--- src/rtl/wb_port_arbiter_pkg.sv ---
// Shared definitions for the register-file write-port arbiter.
// Holds the FSM state encoding, the hard-wired zero register index and the
// default data/address widths shared with write_back_mux and the register file.
package wb_port_arbiter_pkg;

  // Default widths used across the writeback path.
  localparam int DEF_DATA_W = 32;
  localparam int DEF_ADDR_W = 5;

  // Register 0 is hard-wired to zero; writes to it are granted but dropped.
  localparam int REG_ZERO = 0;

  // Auxiliary write queue depth. The FIFO uses 1-bit pointers, so this is fixed at 2.
  localparam int FIFO_DEPTH = 2;

  // Wide enough for a STARVE_LIMIT of up to 15.
  typedef logic [3:0] starve_cnt_t;

  // Arbiter states: NORMAL gives the WB stage priority; FORCE is a single
  // stalled cycle in which the oldest aux write is retired.
  typedef enum logic {
    ST_NORMAL = 1'b0,
    ST_FORCE  = 1'b1
  } arb_state_e;

  // WB stage result select: load data or ALU result.
  function automatic logic [DEF_DATA_W-1:0] wb_select(
    input logic                  memtoreg,
    input logic [DEF_DATA_W-1:0] mem_data,
    input logic [DEF_DATA_W-1:0] alu_result
  );
    return memtoreg ? mem_data : alu_result;
  endfunction

endpackage

--- src/rtl/wb_port_arbiter_if.sv ---
// Bus bundle between the pipeline/aux unit and the write-port arbiter.
// The slave modport is the arbiter's view; master is the requester/observer side.
interface wb_port_arbiter_if
  import wb_port_arbiter_pkg::*;
#(
  parameter int DATA_W = DEF_DATA_W,
  parameter int ADDR_W = DEF_ADDR_W
);

  // WB stage request
  logic              pipe_we;
  logic [ADDR_W-1:0] pipe_rd;
  logic [DATA_W-1:0] pipe_mem_data;
  logic [DATA_W-1:0] pipe_alu_result;
  logic              pipe_memtoreg;

  // Aux (mult/div) result handshake
  logic              aux_valid;
  logic              aux_ready;
  logic [ADDR_W-1:0] aux_rd;
  logic [DATA_W-1:0] aux_data;

  // Registered results
  logic              pipe_stall;
  logic              rf_we;
  logic [ADDR_W-1:0] rf_waddr;
  logic [DATA_W-1:0] rf_wdata;

  modport slave (
    input  pipe_we, pipe_rd, pipe_mem_data, pipe_alu_result, pipe_memtoreg,
    input  aux_valid, aux_rd, aux_data,
    output aux_ready,
    output pipe_stall, rf_we, rf_waddr, rf_wdata
  );

  modport master (
    output pipe_we, pipe_rd, pipe_mem_data, pipe_alu_result, pipe_memtoreg,
    output aux_valid, aux_rd, aux_data,
    input  aux_ready,
    input  pipe_stall, rf_we, rf_waddr, rf_wdata
  );

endinterface

--- src/rtl/wb_port_arbiter_aux_fifo.sv ---
// Two-entry queue for aux register writes waiting on the write port.
// Push is ignored when full, pop is ignored when empty; both may happen in one
// cycle. Head outputs show the oldest entry; a new entry becomes visible at the
// head only after the edge that pushed it.
module wb_aux_fifo
  import wb_port_arbiter_pkg::*;
#(
  parameter int DATA_W = DEF_DATA_W,
  parameter int ADDR_W = DEF_ADDR_W
) (
  input  logic              clk,
  input  logic              rst_n,
  input  logic              i_push,
  input  logic [ADDR_W-1:0] i_rd,
  input  logic [DATA_W-1:0] i_data,
  input  logic              i_pop,
  output logic              o_full,
  output logic              o_empty,
  output logic [ADDR_W-1:0] o_head_rd,
  output logic [DATA_W-1:0] o_head_data
);

  logic              r_wr_ptr;
  logic              r_rd_ptr;
  logic [1:0]        r_count;
  logic [ADDR_W-1:0] r_mem_rd   [FIFO_DEPTH];
  logic [DATA_W-1:0] r_mem_data [FIFO_DEPTH];

  logic w_push;
  logic w_pop;

  assign o_full  = (r_count == 2'd2);
  assign o_empty = (r_count == 2'd0);
  assign w_push  = i_push && !o_full;
  assign w_pop   = i_pop && !o_empty;

  assign o_head_rd   = r_mem_rd[r_rd_ptr];
  assign o_head_data = r_mem_data[r_rd_ptr];

  // Pointer and occupancy update; 1-bit pointers wrap modulo 2 on their own.
  always_ff @(posedge clk or negedge rst_n) begin
    if (!rst_n) begin
      r_wr_ptr <= 1'b0;
      r_rd_ptr <= 1'b0;
      r_count  <= 2'd0;
    end else begin
      if (w_push) r_wr_ptr <= ~r_wr_ptr;
      if (w_pop)  r_rd_ptr <= ~r_rd_ptr;
      case ({w_push, w_pop})
        2'b10:   r_count <= r_count + 2'd1;
        2'b01:   r_count <= r_count - 2'd1;
        default: r_count <= r_count;
      endcase
    end
  end

  // Entry storage; contents are only meaningful while counted, so no reset.
  generate
    for (genvar gi = 0; gi < FIFO_DEPTH; gi++) begin : g_entry
      // Capture the pushed write into the slot the write pointer names.
      always_ff @(posedge clk) begin
        if (w_push && (r_wr_ptr == 1'(gi))) begin
          r_mem_rd[gi]   <= i_rd;
          r_mem_data[gi] <= i_data;
        end
      end
    end
  endgenerate

endmodule

--- src/rtl/wb_port_arbiter.sv ---
// Register-file write-port arbiter for the MIPS pipeline.
// The WB stage has priority; aux (mult/div) results queue in a 2-entry FIFO.
// If the FIFO head is blocked for STARVE_LIMIT consecutive cycles, the arbiter
// spends one cycle in FORCE, stalling the pipeline and retiring the head.
// Optional build macro: WB_CONFLICT_CNT_EN adds a saturating conflict_cnt output.
module wb_port_arbiter
  import wb_port_arbiter_pkg::*;
#(
  parameter int DATA_W       = DEF_DATA_W,
  parameter int ADDR_W       = DEF_ADDR_W,
  parameter int STARVE_LIMIT = 4           // legal range 1..15
) (
  input  logic        clk,
  input  logic        rst_n,
`ifdef WB_CONFLICT_CNT_EN
  output logic [15:0] conflict_cnt,
`endif
  wb_port_arbiter_if.slave bus
);

  localparam starve_cnt_t STARVE_MAX = starve_cnt_t'(STARVE_LIMIT - 1);

  arb_state_e        r_state;
  arb_state_e        w_state_next;
  starve_cnt_t       r_starve_cnt;
  starve_cnt_t       w_starve_next;

  logic              w_fifo_full;
  logic              w_fifo_empty;
  logic              w_push;
  logic              w_pop;
  logic [ADDR_W-1:0] w_head_rd;
  logic [DATA_W-1:0] w_head_data;

  logic              w_grant;
  logic [ADDR_W-1:0] w_gnt_addr;
  logic [DATA_W-1:0] w_gnt_data;
  logic [DATA_W-1:0] w_pipe_data;

  logic              r_rf_we;
  logic [ADDR_W-1:0] r_rf_waddr;
  logic [DATA_W-1:0] r_rf_wdata;
  logic              r_pipe_stall;

  // Aux handshake: readiness depends on FIFO occupancy only.
  assign bus.aux_ready = !w_fifo_full;
  assign w_push        = bus.aux_valid && !w_fifo_full;

  assign w_pipe_data = DATA_W'(wb_select(bus.pipe_memtoreg,
                                         DEF_DATA_W'(bus.pipe_mem_data),
                                         DEF_DATA_W'(bus.pipe_alu_result)));

  wb_aux_fifo #(
    .DATA_W (DATA_W),
    .ADDR_W (ADDR_W)
  ) u_aux_fifo (
    .clk         (clk),
    .rst_n       (rst_n),
    .i_push      (w_push),
    .i_rd        (bus.aux_rd),
    .i_data      (bus.aux_data),
    .i_pop       (w_pop),
    .o_full      (w_fifo_full),
    .o_empty     (w_fifo_empty),
    .o_head_rd   (w_head_rd),
    .o_head_data (w_head_data)
  );

  // Arbitration: pick this cycle's writer, pop decision and starvation tracking.
  always_comb begin
    w_state_next  = r_state;
    w_starve_next = r_starve_cnt;
    w_grant       = 1'b0;
    w_pop         = 1'b0;
    w_gnt_addr    = r_rf_waddr;
    w_gnt_data    = r_rf_wdata;

    case (r_state)
      ST_NORMAL: begin
        if (bus.pipe_we) begin
          w_grant    = 1'b1;
          w_gnt_addr = bus.pipe_rd;
          w_gnt_data = w_pipe_data;
          if (!w_fifo_empty) begin
            // Head is blocked by the pipe; the blocked cycle that reaches the
            // limit arms the forced grant for the following cycle.
            if (r_starve_cnt == STARVE_MAX) w_state_next = ST_FORCE;
            w_starve_next = r_starve_cnt + starve_cnt_t'(1);
          end else begin
            w_starve_next = '0;
          end
        end else if (!w_fifo_empty) begin
          w_grant       = 1'b1;
          w_pop         = 1'b1;
          w_gnt_addr    = w_head_rd;
          w_gnt_data    = w_head_data;
          w_starve_next = '0;
        end else begin
          w_starve_next = '0;
        end
      end

      ST_FORCE: begin
        // Pipeline is stalled this cycle and will re-present its write.
        if (!w_fifo_empty) begin
          w_grant    = 1'b1;
          w_pop      = 1'b1;
          w_gnt_addr = w_head_rd;
          w_gnt_data = w_head_data;
        end
        w_starve_next = '0;
        w_state_next  = ST_NORMAL;
      end

      default: begin
        w_state_next  = ST_NORMAL;
        w_starve_next = '0;
      end
    endcase
  end

  // FSM state and starvation counter registers.
  always_ff @(posedge clk or negedge rst_n) begin
    if (!rst_n) begin
      r_state      <= ST_NORMAL;
      r_starve_cnt <= '0;
    end else begin
      r_state      <= w_state_next;
      r_starve_cnt <= w_starve_next;
    end
  end

  // Registered write port and stall: the grant shows up one clock later;
  // writes to the zero register are granted but never enabled.
  always_ff @(posedge clk or negedge rst_n) begin
    if (!rst_n) begin
      r_rf_we      <= 1'b0;
      r_rf_waddr   <= '0;
      r_rf_wdata   <= '0;
      r_pipe_stall <= 1'b0;
    end else begin
      r_rf_we      <= w_grant && (w_gnt_addr != ADDR_W'(REG_ZERO));
      r_pipe_stall <= (w_state_next == ST_FORCE);
      if (w_grant) begin
        r_rf_waddr <= w_gnt_addr;
        r_rf_wdata <= w_gnt_data;
      end
    end
  end

  assign bus.rf_we      = r_rf_we;
  assign bus.rf_waddr   = r_rf_waddr;
  assign bus.rf_wdata   = r_rf_wdata;
  assign bus.pipe_stall = r_pipe_stall;

`ifdef WB_CONFLICT_CNT_EN
  logic [15:0] r_conflict_cnt;

  // Count cycles in which the pipe wants the port while aux writes wait; saturates.
  always_ff @(posedge clk or negedge rst_n) begin
    if (!rst_n) begin
      r_conflict_cnt <= 16'd0;
    end else if (bus.pipe_we && !w_fifo_empty && (r_conflict_cnt != 16'hFFFF)) begin
      r_conflict_cnt <= r_conflict_cnt + 16'd1;
    end
  end

  assign conflict_cnt = r_conflict_cnt;
`else
  // Conflict counter is not built in this configuration.
`endif

endmodule
--- src/flat_wrapper.sv ---
// flat-port wrapper written by rule: the top's interface ports become plain ports
module wb_port_arbiter_flat import wb_port_arbiter_pkg::*;
#(
  parameter int DATA_W       = DEF_DATA_W,
  parameter int ADDR_W       = DEF_ADDR_W,
  parameter int STARVE_LIMIT = 4                               
)
  (clk, rst_n, bus_pipe_we, bus_pipe_rd, bus_pipe_mem_data, bus_pipe_alu_result, bus_pipe_memtoreg, bus_aux_valid, bus_aux_rd, bus_aux_data, bus_aux_ready, bus_pipe_stall, bus_rf_we, bus_rf_waddr, bus_rf_wdata);
  wb_port_arbiter_if #(.DATA_W(DATA_W), .ADDR_W(ADDR_W)) bus_i ();
  input  logic clk;
  input  logic rst_n;
  input wire logic [$bits(bus_i.pipe_we)-1:0] bus_pipe_we;
  input wire logic [$bits(bus_i.pipe_rd)-1:0] bus_pipe_rd;
  input wire logic [$bits(bus_i.pipe_mem_data)-1:0] bus_pipe_mem_data;
  input wire logic [$bits(bus_i.pipe_alu_result)-1:0] bus_pipe_alu_result;
  input wire logic [$bits(bus_i.pipe_memtoreg)-1:0] bus_pipe_memtoreg;
  input wire logic [$bits(bus_i.aux_valid)-1:0] bus_aux_valid;
  input wire logic [$bits(bus_i.aux_rd)-1:0] bus_aux_rd;
  input wire logic [$bits(bus_i.aux_data)-1:0] bus_aux_data;
  output wire logic [$bits(bus_i.aux_ready)-1:0] bus_aux_ready;
  output wire logic [$bits(bus_i.pipe_stall)-1:0] bus_pipe_stall;
  output wire logic [$bits(bus_i.rf_we)-1:0] bus_rf_we;
  output wire logic [$bits(bus_i.rf_waddr)-1:0] bus_rf_waddr;
  output wire logic [$bits(bus_i.rf_wdata)-1:0] bus_rf_wdata;
  assign bus_i.pipe_we = bus_pipe_we;
  assign bus_i.pipe_rd = bus_pipe_rd;
  assign bus_i.pipe_mem_data = bus_pipe_mem_data;
  assign bus_i.pipe_alu_result = bus_pipe_alu_result;
  assign bus_i.pipe_memtoreg = bus_pipe_memtoreg;
  assign bus_i.aux_valid = bus_aux_valid;
  assign bus_i.aux_rd = bus_aux_rd;
  assign bus_i.aux_data = bus_aux_data;
  assign bus_aux_ready = bus_i.aux_ready;
  assign bus_pipe_stall = bus_i.pipe_stall;
  assign bus_rf_we = bus_i.rf_we;
  assign bus_rf_waddr = bus_i.rf_waddr;
  assign bus_rf_wdata = bus_i.rf_wdata;
  wb_port_arbiter #(.DATA_W(DATA_W), .ADDR_W(ADDR_W), .STARVE_LIMIT(STARVE_LIMIT)) u_core (.clk(clk), .rst_n(rst_n), .bus(bus_i));
endmodule
--- config.mk ---
export PLATFORM = sky130hd
export DESIGN_NAME = wb_port_arbiter_flat
export DESIGN_NICKNAME = d
export VERILOG_FILES = /design/src/rtl/wb_port_arbiter_pkg.sv /design/src/rtl/wb_port_arbiter_if.sv /design/src/rtl/wb_port_arbiter_aux_fifo.sv /design/src/rtl/wb_port_arbiter.sv /design/src/flat_wrapper.sv
export SDC_FILE = /design/constraint.sdc
export NUM_CORES = 1
export LEC_CHECK = 0
export CAP_MARGIN = 15
export CORE_MARGIN = 10
export CORE_UTILIZATION = 49
export CTS_BUF_LIST = sky130_fd_sc_hd__clkbuf_8
export DETAILED_ROUTE_END_ITERATION = 6
export PLACE_DENSITY = 0.84
export SLEW_MARGIN = 40
export SYNTH_ARGS = -nofsm -noshare
export SYNTH_HDL_FRONTEND = slang
export SYNTH_SLANG_ARGS = --single-unit
--- constraint.sdc ---
create_clock -name clk -period 3.2 [get_ports clk]
set_input_delay 0.64 -clock clk [delete_from_list [all_inputs] [get_ports clk]]
set_output_delay 0.64 -clock clk [all_outputs]
set_load 0.05 [all_outputs]
==> impl_metrics.py <==
metrics = {
    "clocking": {
        "tritoncts": "yes",
        "cts_buffers": 17,
        "hold_buffers": 0,
        "post_cts_resize_count": 0,
        "post_cts_buffers": 0,
        "clk_pin_slew_ns": 0.08,
        "clk_path_buf_depth": 2,
        "clk-insertion-delay-late_ns": 0.42,
        "htreeDepth": 4,
        "cts-root-buf": "clkbuf_8",
        "clkSinkCount": 121,
    },
    "yosys": {
        "synthArstFlopShare_pct": 38.8,
        "syn_area_per_cell_um2": 14.0,
        "synth_simple_gate_area_share_pct": 5.45,
        "synth_compound_gate_area_share_pct": 9.39,
        "synth_top_area_share_pct": 44.0,
        "synth_xor_area_share_pct": 1.21,
        "yosys_warnings": 0,
        "synth_fp_nets": 473,
        "synthAdderAreaFrac_pct": 0.495,
        "synthMuxAreaShare_pct": 13.3,
        "syn_inst": 360,
        "synth_area_leader_cell": "edfxtp_1",
        "synth-seq-cells": 121,
        "synth_edf_count": 74,
        "synthesis.area_um2": 5050,
        "seq_area_frac_synth_pct": 67.3,
        "ys.flop_type": "edfxtp_1",
        "synth.area.top_cells": "edfxtp_1 44%, dfrtp_1 23%, mux2i_1 13%, a211oi_1 5.1%, a21oi_1 3.2%",
        "yosysUniqueCellTypes": 28,
        "synth_top_family_by_area": "multiplexers",
    },
    "min_path": {
        "hold_class": "in -> async",
    },
    "sta": {
        "rsz0062_at_grt": "false",
        "worst_pin_slew_ns": 0.637,
        "max_freq_mhz": 384,
        "finalSetupViolCount": 0,
        "setup_tns_ns": 0,
        "timing.slew.headroom_pct": 57.5,
        "finalHoldViolCount": 0,
        "fin_crit_ns": 2.60,
        "skew_ns": 0.0136,
        "fin_crit_sh_pct": 81.3,
        "slew_violations": 0,
    },
    "place": {
        "hpwlAfterDp_um": 8950,
        "place.gp.congestion": 0.766,
        "port_buffers": 150,
        "place_inst": 629,
    },
    "critical_path": {
        "reg2reg_from": "u_core.u_aux_fifo.r_rd_ptr",
        "start_kind": "flip-flop",
        "startpoint": "u_core.u_aux_fifo.r_count[0]",
        "crit_type": "reg -> out",
        "r2r_slack_ns": 1.21,
        "crit_arrival_ns": 1.96,
        "worst_setup_path_end_kind": "output port",
        "ff2ff_path_depth": 5,
        "critPathMaxFanout": 8,
        "critPathRequiredTime_ns": 2.56,
        "endpoint": "bus_aux_ready",
        "timing.rr.end": "u_core.bus.rf_wdata[14]",
    },
    "drt": {
        "drc": 0,
        "vias": 3464,
        "dr.pass1.iters": 5,
        "drt_iter0_drc": 191,
        "ant_nets": 0,
        "routedWlPerCell_um": 18.7,
        "via_per_inst": 5.24,
        "wl_um": 12400,
    },
    "global_route": {
        "grt_pass1_vias": 3730,
        "grt_usage_pct": 16.8,
        "grt_first_pass_wirelength_um": 19300,
        "antenna_found_initial": 0,
        "gr-total-overflow": 0,
        "grt_max_degree": 40,
    },
    "final_layout": {
        "syn2layout_area_growth_pct": 40.9,
        "drive_gt1_share_pct": 9.33,
        "seq_area_um2": 3400,
        "multiInputGateArea_um2": 1530,
        "n_antenna_cell": 0,
        "stdcell_count": 661,
        "fillerInstances": 698,
        "fin_nets": 625,
    },
    "power_and_ir_drop": {
        "seqPwrFrac_pct": 38.3,
        "p_sw_mw": 2.37,
        "p_int_mw": 3.90,
        "vdd.ir_drop.worst_uv": 499,
        "switching_share_pct": 37.9,
        "clkPwrFrac_pct": 23.9,
        "cellPowerDensity_nw_per_um2": 881,
        "p_comb_share_pct": 37.9,
        "leakage_nw": 2.77,
    },
    "floorplan": {
        "row_count": 37,
        "die_area_um2": 14800,
        "die_h_um": 122,
        "fp.coreArea_um2": 10200,
        "start_util_pct": 49.6,
        "fp.dieW_um": 122,
        "io_pins": 151,
    },
    "status": {
        "status": "complete, no violations",
    },
    "job": {
        "drv_cap": 0,
    },
}
==> cells in the final DEF (no fill, tap or decap), types with 3 or more instances in the layout <==
cell type / synthesis / layout
a211o_1: 3 / 3
a211oi_1: 34 / 34
a21oi_1: 32 / 32
buf_4: 4 / 10
bufinv_16: 0 / 4
clkbuf_8: 0 / 18
clkdlybuf4s50_1: 0 / 148
clkinv_4: 0 / 3
clkinvlp_4: 0 / 3
dfrtp_1: 47 / 46
edfxtp_1: 74 / 74
mux2i_1: 67 / 67
nand2_1: 10 / 10
nor2_1: 39 / 38
nor3_1: 3 / 3
o31ai_1: 3 / 3
xnor2_1: 4 / 4
xor2_1: 3 / 3
==> through the flow <==
| step | setup slack, ns | hold slack (ns) | cell area [um^2] | utilization, % | total power, mW |
|---|---|---|---|---|---|
| 6_report | 0.598 | 0.204 | 7120 | 69.9 | 6.27 |
| 5_1_grt | 0.507 | 0.208 | 7120 | 69.9 | 6.59 |
| 4_1_cts | 0.564 | 0.193 | 7120 | 69.9 | 6.33 |
| 3_5_place_dp | 0.861 | 0.451 | 6670 | 65.5 | 4.81 |
| 3_3_place_gp | 0.863 | 0.444 | 6670 | 65.5 | 4.74 |
| 2_1_floorplan | 0.0760 | 0.344 | 5050 | - | 4.01 |
==> how the worst min path moves through the flow <==
stage	startpoint	to	slack [ns]	cells after the start
global route	rst_n	u_core.bus.rf_wdata[30]	0.21	1
detailed placement	u_core.r_starve_cnt[3]	u_core.r_state	0.45	1
floorplan	rst_n	u_core.bus.rf_waddr[0]	0.34	0
finish	rst_n	u_core.bus.rf_wdata[18]	0.20	1
CTS	rst_n	u_core.bus.rf_wdata[18]	0.19	1
global placement	u_core.r_starve_cnt[3]	u_core.r_state	0.44	1
==> synthesized netlist by cell type, types with 3 or more instances <==
cell      instances
a21oi_1          32
o31ai_1           3
a211o_1           3
buf_4             4
xnor2_1           4
mux2i_1          67
a211oi_1         34
dfrtp_1          47
nor2_1           39
xor2_1            3
edfxtp_1         74
nor2b_1           3
nor3_1            3
buf_2            15
nand2_1          10
clkbuf_1          3
==> state kept, by name, summed over array words and instances, names as in the netlist <==
signal                        count
u_core.bus.rf_wdata              32
u_core.u_aux_fifo.r_rd_ptr        1
u_core.u_aux_fifo.r_count         2
u_core.u_aux_fifo.r_wr_ptr        1
u_core.r_state                    1
u_core.bus.rf_we                  1
u_core.r_starve_cnt               4
u_core.u_aux_fifo.r_mem_data     64
u_core.bus.rf_waddr               5
u_core.u_aux_fifo.r_mem_rd       10
==> power by group through the flow <==
stage	combinational (mW)	clock, mW	sequential, mW
3_5_place_dp	2.38	0	2.43
4_1_cts	2.40	1.52	2.40
2_1_floorplan	1.06	0	2.95
3_3_place_gp	2.34	0	2.40
6_report	2.37	1.50	2.40
5_1_grt	2.55	1.60	2.44
==> layer usage <==
metal	vias to the layer above	track usage (%)	wire length, um
met5	-	0	0
met4	0	5.74	125
met3	14	6.20	872
met2	114	28.9	6380
met1	1671	18.8	4980
li1	1665	-	-
==> cell type report <==
cell class                      count  share of cell area [%]
Multi-Input combinational cell    213                    21.5
Sequential cell                   121                    47.8
Tap cell                          136                    2.39
Clock inverter                     14                    2.76
Timing Repair Buffer              159                    22.1
Clock buffer                       18                    3.48
==> worst max-delay path, cell delays in order (launching register included) <==
cell             delay, ns
dfrtp_1               0.53
nand2b_1              0.19
clkdlybuf4s50_1       0.82
==> kinds of logic (layout without fill, tap and decap cells) <==
logic type / Yosys count / after routing
DFF: 121 / 121
adders and majority gates: 2 / 2
buffers and inverters: 26 / 191
xor gates and xnor gates: 7 / 7
AOI/OAI and AO/OA: 73 / 73
muxes: 67 / 67
and+or+nand+nor: 64 / 64
Note: power is estimated with default switching activity, not from simulation.
